**src/rtl/noc_node_pkg.sv**
```systemverilog
// noc_node_pkg: shared definitions for the NoC node endpoint.
//   PKT_W_DEF / FLIT_W_DEF : default packet and flit widths
//   tx_state_t             : outbound serialiser states
//   nflits()               : number of flits per packet
package noc_node_pkg;

    localparam int PKT_W_DEF  = 32;
    localparam int FLIT_W_DEF = 8;

    typedef enum logic [1:0] {
        IDLE = 2'd0,
        SEND = 2'd1,
        GAP  = 2'd2
    } tx_state_t;

    function automatic int nflits(input int pkt_w, input int flit_w);
        return pkt_w / flit_w;
    endfunction

endpackage

```
**src/rtl/noc_sync_fifo.sv**
```systemverilog
// noc_sync_fifo: show-ahead synchronous queue with occupancy count.
//   clock, reset : rising-edge clock, asynchronous active-high reset
//   push/push_data : enqueue request (ignored while full)
//   pop          : dequeue request (ignored while empty)
//   head         : entry at the front, valid while !empty
//   count/full/empty : occupancy status
module noc_sync_fifo #(
    parameter int WIDTH = 32,
    parameter int DEPTH = 4,
    localparam int CNT_W = $clog2(DEPTH + 1)
) (
    input  logic             clock,
    input  logic             reset,
    input  logic             push,
    input  logic [WIDTH-1:0] push_data,
    input  logic             pop,
    output logic [WIDTH-1:0] head,
    output logic [CNT_W-1:0] count,
    output logic             full,
    output logic             empty
);

    localparam int PTR_W = (DEPTH > 1) ? $clog2(DEPTH) : 1;

    logic [WIDTH-1:0] mem_q [DEPTH];
    logic [PTR_W-1:0] wr_ptr_q, wr_ptr_d;
    logic [PTR_W-1:0] rd_ptr_q, rd_ptr_d;
    logic [CNT_W-1:0] count_q, count_d;
    logic             do_push;
    logic             do_pop;

    assign full  = (count_q == CNT_W'(DEPTH));
    assign empty = (count_q == '0);
    assign count = count_q;
    assign head  = mem_q[rd_ptr_q];

    // A push while full is dropped even if a pop happens in the same cycle;
    // a pop while empty is ignored even if a push happens in the same cycle.
    assign do_push = push && !full;
    assign do_pop  = pop && !empty;

    always_comb begin
        wr_ptr_d = wr_ptr_q;
        rd_ptr_d = rd_ptr_q;
        count_d  = count_q;
        // Explicit wrap compare so non-power-of-2 depths work.
        if (do_push) begin
            wr_ptr_d = (wr_ptr_q == PTR_W'(DEPTH - 1)) ? '0 : wr_ptr_q + 1'b1;
        end
        if (do_pop) begin
            rd_ptr_d = (rd_ptr_q == PTR_W'(DEPTH - 1)) ? '0 : rd_ptr_q + 1'b1;
        end
        case ({do_push, do_pop})
            2'b10:   count_d = count_q + 1'b1;
            2'b01:   count_d = count_q - 1'b1;
            default: count_d = count_q;
        endcase
    end

    always_ff @(posedge clock or posedge reset) begin
        if (reset) begin
            wr_ptr_q <= '0;
            rd_ptr_q <= '0;
            count_q  <= '0;
        end else begin
            wr_ptr_q <= wr_ptr_d;
            rd_ptr_q <= rd_ptr_d;
            count_q  <= count_d;
        end
    end

    // Storage carries no reset so it maps onto plain RAM.
    always_ff @(posedge clock) begin
        if (do_push) begin
            mem_q[wr_ptr_q] <= push_data;
        end
    end

endmodule

```
**src/rtl/noc_node_port.sv**
```systemverilog
// noc_node_port: NoC node endpoint.
//   clock, reset         : rising-edge clock, asynchronous active-high reset
//   pkt_in/pkt_in_avail  : packet write into the TX queue (dropped while cQ_full)
//   cQ_full, tx_count    : TX queue status
//   pkt_out/pkt_out_avail/pkt_out_ready : RX queue head, show-ahead, pop handshake
//   rx_count             : RX queue occupancy
//   free_outbound        : router can take a packet (sampled only when idle)
//   put_outbound/payload_outbound : outbound flits, MSB-first
//   free_inbound         : room for a new inbound packet
//   put_inbound/payload_inbound   : inbound flits, gaps allowed
//   rx_err               : sticky flag, a packet started while free_inbound=0
module noc_node_port
    import noc_node_pkg::*;
#(
    parameter int NODEID    = 0,
    parameter int PKT_W     = PKT_W_DEF,
    parameter int FLIT_W    = FLIT_W_DEF,
    parameter int TXQ_DEPTH = 4,
    parameter int RXQ_DEPTH = 2
) (
    input  logic                             clock,
    input  logic                             reset,
    input  logic [PKT_W-1:0]                 pkt_in,
    input  logic                             pkt_in_avail,
    output logic                             cQ_full,
    output logic [$clog2(TXQ_DEPTH+1)-1:0]   tx_count,
    output logic [PKT_W-1:0]                 pkt_out,
    output logic                             pkt_out_avail,
    input  logic                             pkt_out_ready,
    output logic [$clog2(RXQ_DEPTH+1)-1:0]   rx_count,
    input  logic                             free_outbound,
    output logic                             put_outbound,
    output logic [FLIT_W-1:0]                payload_outbound,
    output logic                             free_inbound,
    input  logic                             put_inbound,
    input  logic [FLIT_W-1:0]                payload_inbound,
    output logic                             rx_err
);

    localparam int NFLITS = nflits(PKT_W, FLIT_W);
    localparam int SH_W   = PKT_W - FLIT_W;      // flits still to send / already assembled
    localparam int TC_W   = $clog2(NFLITS + 1);
    localparam int RC_W   = $clog2(NFLITS);

    // Elaboration-time parameter sanity checks.
    if ((PKT_W % FLIT_W) != 0 || NFLITS < 2) begin : g_bad_geometry
        $error("noc_node_port: PKT_W must be a multiple of FLIT_W with at least 2 flits");
    end
    if (TXQ_DEPTH < 1 || RXQ_DEPTH < 1 || NODEID < 0) begin : g_bad_sizes
        $error("noc_node_port: queue depths must be >= 1 and NODEID non-negative");
    end

    // ---------------- TX queue and serialiser ----------------
    tx_state_t         state_q, state_d;
    logic [SH_W-1:0]   shift_q, shift_d;
    logic [TC_W-1:0]   tx_cnt_q, tx_cnt_d;
    logic              put_q, put_d;
    logic [FLIT_W-1:0] payload_q, payload_d;
    logic              tx_pop;
    logic              tx_empty;
    logic [PKT_W-1:0]  tx_head;

    noc_sync_fifo #(.WIDTH(PKT_W), .DEPTH(TXQ_DEPTH)) u_tx_fifo (
        .clock     (clock),
        .reset     (reset),
        .push      (pkt_in_avail),
        .push_data (pkt_in),
        .pop       (tx_pop),
        .head      (tx_head),
        .count     (tx_count),
        .full      (cQ_full),
        .empty     (tx_empty)
    );

    always_comb begin
        state_d   = state_q;
        shift_d   = shift_q;
        tx_cnt_d  = tx_cnt_q;
        put_d     = 1'b0;
        payload_d = payload_q;     // payload holds while put_outbound is low
        tx_pop    = 1'b0;
        case (state_q)
            IDLE: begin
                if (!tx_empty && free_outbound) begin
                    tx_pop    = 1'b1;
                    payload_d = tx_head[PKT_W-1 -: FLIT_W];
                    shift_d   = tx_head[SH_W-1:0];
                    put_d     = 1'b1;
                    tx_cnt_d  = TC_W'(1);
                    state_d   = SEND;
                end
            end
            SEND: begin
                payload_d = shift_q[SH_W-1 -: FLIT_W];
                shift_d   = SH_W'({shift_q, {FLIT_W{1'b0}}});
                put_d     = 1'b1;
                // tx_cnt_q counts flits already sent; this edge sends the next one.
                if (tx_cnt_q == TC_W'(NFLITS - 1)) begin
                    state_d = GAP;
                end else begin
                    tx_cnt_d = tx_cnt_q + 1'b1;
                end
            end
            GAP: begin
                state_d = IDLE;
            end
            default: begin
                state_d = IDLE;
            end
        endcase
    end

    always_ff @(posedge clock or posedge reset) begin
        if (reset) begin
            state_q   <= IDLE;
            shift_q   <= '0;
            tx_cnt_q  <= '0;
            put_q     <= 1'b0;
            payload_q <= '0;
        end else begin
            state_q   <= state_d;
            shift_q   <= shift_d;
            tx_cnt_q  <= tx_cnt_d;
            put_q     <= put_d;
            payload_q <= payload_d;
        end
    end

    assign put_outbound     = put_q;
    assign payload_outbound = payload_q;

    // ---------------- RX assembler and queue ----------------
    logic [RC_W-1:0]  rx_cnt_q, rx_cnt_d;
    logic [SH_W-1:0]  asm_q, asm_d;
    logic             err_q, err_d;
    logic             rx_push;
    logic             rx_empty;
    logic             rx_full;
    logic             rx_busy;
    logic [PKT_W-1:0] rx_head;
    logic [31:0]      rx_occ;

    noc_sync_fifo #(.WIDTH(PKT_W), .DEPTH(RXQ_DEPTH)) u_rx_fifo (
        .clock     (clock),
        .reset     (reset),
        .push      (rx_push),
        .push_data ({asm_q, payload_inbound}),
        .pop       (pkt_out_ready),
        .head      (rx_head),
        .count     (rx_count),
        .full      (rx_full),
        .empty     (rx_empty)
    );

    // A packet in assembly reserves a queue slot, so a completed packet
    // always finds room.
    assign rx_busy      = (rx_cnt_q != '0);
    assign rx_occ       = 32'(rx_count) + 32'(rx_busy);
    assign free_inbound = (rx_occ < 32'(RXQ_DEPTH));

    always_comb begin
        rx_cnt_d = rx_cnt_q;
        asm_d    = asm_q;
        err_d    = err_q;
        rx_push  = 1'b0;
        if (put_inbound) begin
            if (!rx_busy && !free_inbound) begin
                err_d = 1'b1;          // new packet with no room: drop the flit
            end else if (rx_cnt_q == RC_W'(NFLITS - 1)) begin
                rx_push  = 1'b1;
                rx_cnt_d = '0;
                // Defensive: a completed packet meeting a full queue would be lost.
                if (rx_full) begin
                    err_d = 1'b1;
                end
            end else begin
                asm_d    = SH_W'({asm_q, payload_inbound});
                rx_cnt_d = rx_cnt_q + 1'b1;
            end
        end
    end

    always_ff @(posedge clock or posedge reset) begin
        if (reset) begin
            rx_cnt_q <= '0;
            asm_q    <= '0;
            err_q    <= 1'b0;
        end else begin
            rx_cnt_q <= rx_cnt_d;
            asm_q    <= asm_d;
            err_q    <= err_d;
        end
    end

    assign pkt_out_avail = !rx_empty;
    assign pkt_out       = rx_empty ? '0 : rx_head;
    assign rx_err        = err_q;

endmodule

```
**config.mk**
```make
export PLATFORM = sky130hd
export DESIGN_NAME = noc_node_port
export DESIGN_NICKNAME = d
export VERILOG_FILES = /design/src/rtl/noc_node_pkg.sv /design/src/rtl/noc_sync_fifo.sv /design/src/rtl/noc_node_port.sv
export SDC_FILE = /design/constraint.sdc
export NUM_CORES = 1
export LEC_CHECK = 0
export CAP_MARGIN = 0
export CORE_ASPECT_RATIO = 0.9
export CORE_UTILIZATION = 55
export CTS_BUF_LIST = sky130_fd_sc_hd__clkbuf_4 sky130_fd_sc_hd__clkbuf_8
export DETAILED_ROUTE_END_ITERATION = 7
export GPL_ROUTABILITY_DRIVEN = 0
export PLACE_DENSITY = 0.89
export SLEW_MARGIN = 25
export SYNTH_ARGS = -nofsm -noshare
export SYNTH_HDL_FRONTEND = slang
export SYNTH_SLANG_ARGS = --single-unit
```
**constraint.sdc**
```tcl
create_clock -name clock -period 3.5 [get_ports clock]
set_clock_uncertainty 0.15 [all_clocks]
set_input_delay 0.35 -clock clock [delete_from_list [all_inputs] [get_ports clock]]
set_output_delay 0.35 -clock clock [all_outputs]
set_load 0.02 [all_outputs]
```
==> metrics, run 1 <==
Nets=744; FF/Latch Area=7669 um^2; type of origin of the critical path=register; placed cell count=886; DR WL/cell=20.08 um; most frequent cells in the layout=edfxtp_1 (192), clkdlybuf4s50_1 (95), dfrtp_1 (75); f_max=351.5 MHz; Final Non-Filler Cells=965; flop2flop setup slack=1.03 ns; 1st-iter DRT viols=267; Die Span X=146.6 um; H-Tree Depth=2; Cell Pwr Density=881.6 nW/um^2; initial antenna violation count=1; Final min period=2.845 ns; CP Data Required Time=3.00 ns; DR DRC count=0; Post-synth EDFFs=192; Via density=5.645; share of layout cells above drive strength 1=21.42%; Reg clk slew, reported paths=0.06 ns; critical path capture point=pkt_out[9]; clk_lat worst skew=0.55 ns; Final ANT Viol Nets=0; CTS-repair resized insts=0; # port buffers=95; Filler Cell Count=1125; initial core utilization=56.25%; Ys Warns=0; clk root buf=clkbuf_8; CTS tree=done; total grt overflow=0; reg2reg end=u_tx_fifo.count[2]; Post-Syn Area=10350 um^2; reported max-cap violation count=0; Slew Limit Fails=0; most common cell after layout, fill and taps aside=edfxtp_1; reg2reg start=u_tx_fifo.count[0]; die height=132.2 um; VDD IR max=454.9 uV; hpwl dp=11900 um; Total Routing Usage GR=20.79%; vias in the first global route=5785; hold violation total from the final report=0; Async S/R FF share, synth=28.36%; Setup Fix Bufs, Post-CTS=0; Core Area=18410 um^2; Mapped Avg Cell Area=18.55 um^2; R2R depth=10; CTS Hold Bufs=0; clock sinks=268; Main synth FF type=edfxtp_1; IO Pins=96; Synth Register Bits=268; TritonRoute pass-1 iters=6; Rel. slew slack=52.23%; syn_nets=617; die area=19380 um^2; area grow syn2layout=20.79%; Leak=0.004773 uW; Inserted Clock Buffers=42; maximum root-to-sink buffer count=3; Gate Count Post-Synth=558; synth unique cells=37; RSZ-0062 raised after global routing=false; Via Count=5447; area of the multi-input gates=2472 um^2; Hold Path Class=in -> async; setup violators final=0; CP endpoint kind=primary output; hold_ws=0.09947 ns; row count=47; Fin Setup TNS=0 ns; maximum fanout along the worst path=33; worst slew pin tran=0.7156 ns; first-pass GRT wire length=30710 um; final period utilization=81.29%; Arrival @ worst endpoint=2.35 ns; status=complete, no violations; Seq/Total Area, Yosys=74.05%; final wirelength=19380 um; largest net degree at the start of global routing=45; CP startpoint=u_rx_fifo.rd_ptr_q; Setup CP Type=reg -> out
[cells by family (layout without fill, tap and decap cells)]
| group | after synthesis | in the layout | synth area share, % |
|---|---|---|---|
| AO/OA/AOI/OAI | 45 | 45 | 3.891 |
| XOR/XNOR | 8 | 8 | 0.6768 |
| adder cells (fa/ha/maj) | 13 | 13 | 1.643 |
| buffers and inverters | 47 | 208 | 2.320 |
| flip-flops | 268 | 268 | 74.05 |
| multiplexers | 94 | 94 | 13.49 |
| other | 0 | 1 | 0 |
| AND/OR/NAND/NOR | 83 | 83 | 3.927 |
[sequential cells by signal (all words and copies together) (netlist names)]
| signal | cells |
|---|---|
| asm_q | 24 |
| payload_outbound | 8 |
| put_outbound | 1 |
| rx_cnt_q | 2 |
| rx_err | 1 |
| shift_q | 24 |
| state_q | 2 |
| tx_cnt_q | 3 |
| u_rx_fifo.count | 2 |
| u_rx_fifo.mem_q | 64 |
| u_rx_fifo.rd_ptr_q | 1 |
| u_rx_fifo.wr_ptr_q | 1 |
| u_tx_fifo.count | 3 |
| u_tx_fifo.mem_q | 128 |
| u_tx_fifo.rd_ptr_q | 2 |
| u_tx_fifo.wr_ptr_q | 2 |
[cell usage after synthesis, types with 5 or more instances]
| cell type | instances | share of area [%] |
|---|---|---|
| a22o_1 | 8 | 0.68 |
| mux2_2 | 28 | 3.0 |
| mux4_1 | 5 | 1.3 |
| and2_1 | 7 | 0.42 |
| inv_1 | 18 | 0.65 |
| clkbuf_1 | 13 | 0.47 |
| nor2_1 | 41 | 1.5 |
| xnor2_1 | 5 | 0.42 |
| mux2i_1 | 33 | 3.2 |
| and3_1 | 24 | 1.5 |
| dfrtp_1 | 76 | 18 |
| ha_1 | 12 | 1.5 |
| edfxtp_1 | 192 | 56 |
| a221o_1 | 24 | 2.3 |
| mux4_2 | 27 | 5.9 |
| nand2_1 | 5 | 0.18 |
| buf_2 | 10 | 0.48 |
[worst max-delay path, cell delays in order, from the launching register on]
cell and delay, ns:
dfrtp_1 0.33, buf_4 0.47, mux2i_1 0.18, nor2_1 0.19, clkdlybuf4s50_1 0.63
[through the flow]
step | utilization, % | setup slack [ns] | cell area (um^2) | power [uW]
finish | 67.94 | 0.6549 | 12510 | 11020
floorplan | - | 0.7814 | 10350 | 7090
detailed placement | 63.03 | 0.8333 | 11600 | 8353
global route | 67.94 | 0.5387 | 12510 | 11580
global placement | 63.03 | 0.8997 | 11600 | 8119
CTS | 67.90 | 0.6390 | 12500 | 11120
[worst min path at each step]
| stage | startpoint | endpoint | slack, ns | cells past startpoint |
|---|---|---|---|---|
| final | reset | put_outbound | 0.1 | 2 |
| after global routing | reset | asm_q[13] | 0.16 | 2 |
| after CTS | reset | asm_q[21] | 0.10 | 2 |
| after detailed placement | asm_q[22] | u_rx_fifo.mem_q[1][30] | 0.31 | 0 |
| after global placement | asm_q[23] | u_rx_fifo.mem_q[0][31] | 0.30 | 0 |
| after floorplan | asm_q[16] | u_rx_fifo.mem_q[0][24] | 0.29 | 0 |
[layer usage]
metal	wire length (um)	track usage (%)
met3	1148	4.083
met5	0	0
met1	7374	25.06
met2	10220	35.97
met4	636	10.19
[where the power goes]
group | leakage, uW | switching, uW | total (uW) | internal (uW)
clock | 0.000482 | 1180 | 2740 | 1560
combinational | 0.00160 | 1780 | 3480 | 1700
sequential | 0.00269 | 509 | 4810 | 4300
[final cells by class]
class / instances / area share [%]
flip-flops and latches: 268 / 61.32
multi-input cells: 243 / 19.77
repair buffers: 112 / 8.724
clock buffers: 62 / 6.123
well taps: 245 / 2.451
clock inverters: 16 / 1.051
inverters: 18 / 0.5403
diodes: 1 / 0.02001
Note: power is estimated with default switching activity, not from simulation.
==> run 2: changes to the inputs <==
- clock period: 3.5 -> 2.8 ns (I/O delays scaled with it)
==> run 2 against run 1 <==
Compared with the run above: final cell count increased by 0.31%; flip-flop and latch count unchanged; critical endpoint is now pkt_out[18]; routed wire length increased by 1.6%; worst setup slack got worse by 0.56 ns; sequential power increased by 26%.
==> metrics, run 2 (same netlist as run 1, synthesis figures left out) <==
critical path capture point=pkt_out[18]; Leak=0.004792 uW; design internal power=9484 uW; maximum root-to-sink buffer count=3; total power=13810 uW; Via density=5.661; Setup CP Type=reg -> out; CTS tree=done; Hold Path Class=in -> reg; Reg clk slew, reported paths=0.06 ns; Rel. slew slack=46.78%; crit path max-delay cell type=dfrtp_1; row count=47; n_diodes=0; initial core utilization=56.25%; Sw Pwr=4321 uW; DR DRC count=0; hpwl dp=12070 um; status=complete, no violations; Fin Setup TNS=0 ns; IO Pins=96; Core Area=18410 um^2; DR WL/cell=20.34 um; Seq pwr share=43.8%; final period utilization=96.48%; Total Routing Usage GR=21.26%; f_max=370.2 MHz; Slew Limit Fails=0; die area=19380 um^2; largest net degree at the start of global routing=55; max reg flops=128; type of origin of the critical path=register; Final ANT Viol Nets=0; Net Sw Frac=31.30%; most common cell after layout, fill and taps aside=edfxtp_1; Via Count=5480; initial antenna violation count=0; flop2flop setup slack=0.43 ns; area grow syn2layout=21.32%; Filler Cell Count=1116; VDD IR max=630.1 uV; maximum fanout along the worst path=12; vias in the first global route=5844; R2R depth=4; Nets=749; TritonRoute pass-1 iters=4; reg2reg start=u_tx_fifo.rd_ptr_q[0]; first-pass GRT wire length=31460 um; CP endpoint kind=primary output; clk root buf=clkbuf_8; H-Tree Depth=2; 1st-iter DRT viols=328; CP startpoint=u_rx_fifo.rd_ptr_q; Biggest register=u_tx_fifo.mem_q; worst path cell trace=buf_12 -> mux2i_1 -> nor2_1 -> clkdlybuf4s50_1; total grt overflow=0; most frequent cells in the layout=edfxtp_1 (192), clkdlybuf4s50_1 (95), dfrtp_1 (75); Top Registers=u_tx_fifo.mem_q x128, u_rx_fifo.mem_q x64; reported max-cap violation count=0; Die Span X=146.6 um; worst slew pin tran=0.7983 ns; clock sinks=268; Inserted Clock Buffers=42; hold violation total from the final report=0; clk_lat worst skew=0.53 ns; final wirelength=19690 um; Arrival @ worst endpoint=2.27 ns; reg2reg end=shift_q[12]; Clk pwr share=24.4%; die height=132.2 um; setup violators final=0; RSZ-0062 raised after global routing=false; Final min period=2.702 ns; Cell Pwr Density=1099 nW/um^2; power share of the combinational group=31.8%; share of layout cells above drive strength 1=22.13%; CP Data Required Time=2.37 ns; CP max stage delay=0.64 ns; final core occ=68.24%; # port buffers=95
run 2: changes by cell type in the layout (fill, tap and decap cells not counted), moves of 2 or more:
cell        delta
buf_12         +2
buf_4          +2
bufinv_16      -2
clkbuf_4       +3
clkbuf_8       +5
clkinv_1       -3
clkinv_2       -4
clkinvlp_4     +2
inv_6          -2
run 2: per-stage QoR:
step | worst slack, ns | std cells | cell area [um^2] | hold WS (ns)
3_5_place_dp | 0.3066 | 890 | 11660 | 0.3251
4_1_cts | 0.06304 | 968 | 12560 | 0.1873
5_1_grt | 0.005294 | 968 | 12560 | 0.2138
2_1_floorplan | 0.08136 | 558 | 10350 | 0.2289
3_3_place_gp | 0.4670 | 890 | 11660 | 0.2997
6_report | 0.09846 | 968 | 12560 | 0.2236
run 2: how the worst min path moves through the flow:
stage,slack [ns],cells after the start,end,from
floorplan,0.23,0,u_rx_fifo.mem_q[0][0],payload_inbound[0]
global placement,0.30,0,u_rx_fifo.mem_q[0][31],asm_q[23]
detailed placement,0.33,0,u_rx_fifo.mem_q[1][24],asm_q[16]
CTS,0.19,1,u_rx_fifo.mem_q[0][5],payload_inbound[5]
global route,0.21,1,u_rx_fifo.mem_q[1][5],payload_inbound[5]
finish,0.22,1,u_rx_fifo.mem_q[0][5],payload_inbound[5]
run 2: metal layers:
layer,wire length (um),global-route usage [%]
met4,301,6.308
met2,10360,37.91
met3,1240,4.671
met5,0,0
met1,7791,25.96
run 2: repair_timing:
item	CTS	global route
buffers inserted	0	0
resized for setup	0	0
hold buffers	1	0
hold endpoints to repair	22	0
setup endpoints to repair	0	0
run 2: area by class of cell:
type / instances / area (um^2) / area share, %
flip-flops and latches: 268 / 7669 / 61.05
multi-input cells: 243 / 2467 / 19.64
repair buffers: 117 / 1156 / 9.204
clock buffers: 70 / 857.1 / 6.823
well taps: 245 / 306.5 / 2.440
inverters: 18 / 67.56 / 0.5379
clock inverters: 7 / 37.54 / 0.2988
run 2: critical path, delay by kind of cell, from the launching register on:
| family | cells | cell delay, ns |
|---|---|---|
| muxes | 1 | 0.09 |
| and+or+nand+nor | 1 | 0.17 |
| buffers and inverters | 2 | 0.86 |
| DFF | 1 | 0.64 |
run 2: power groups by stage:
| stage | clock network, uW | registers (uW) | logic [uW] |
|---|---|---|---|
| finish | 3370 | 6040 | 4400 |
| global placement | 0 | 6020 | 4200 |
| detailed placement | 0 | 6120 | 4420 |
| global route | 3620 | 6150 | 4710 |
| CTS | 3460 | 6050 | 4430 |
| floorplan | 0 | 5880 | 2980 |
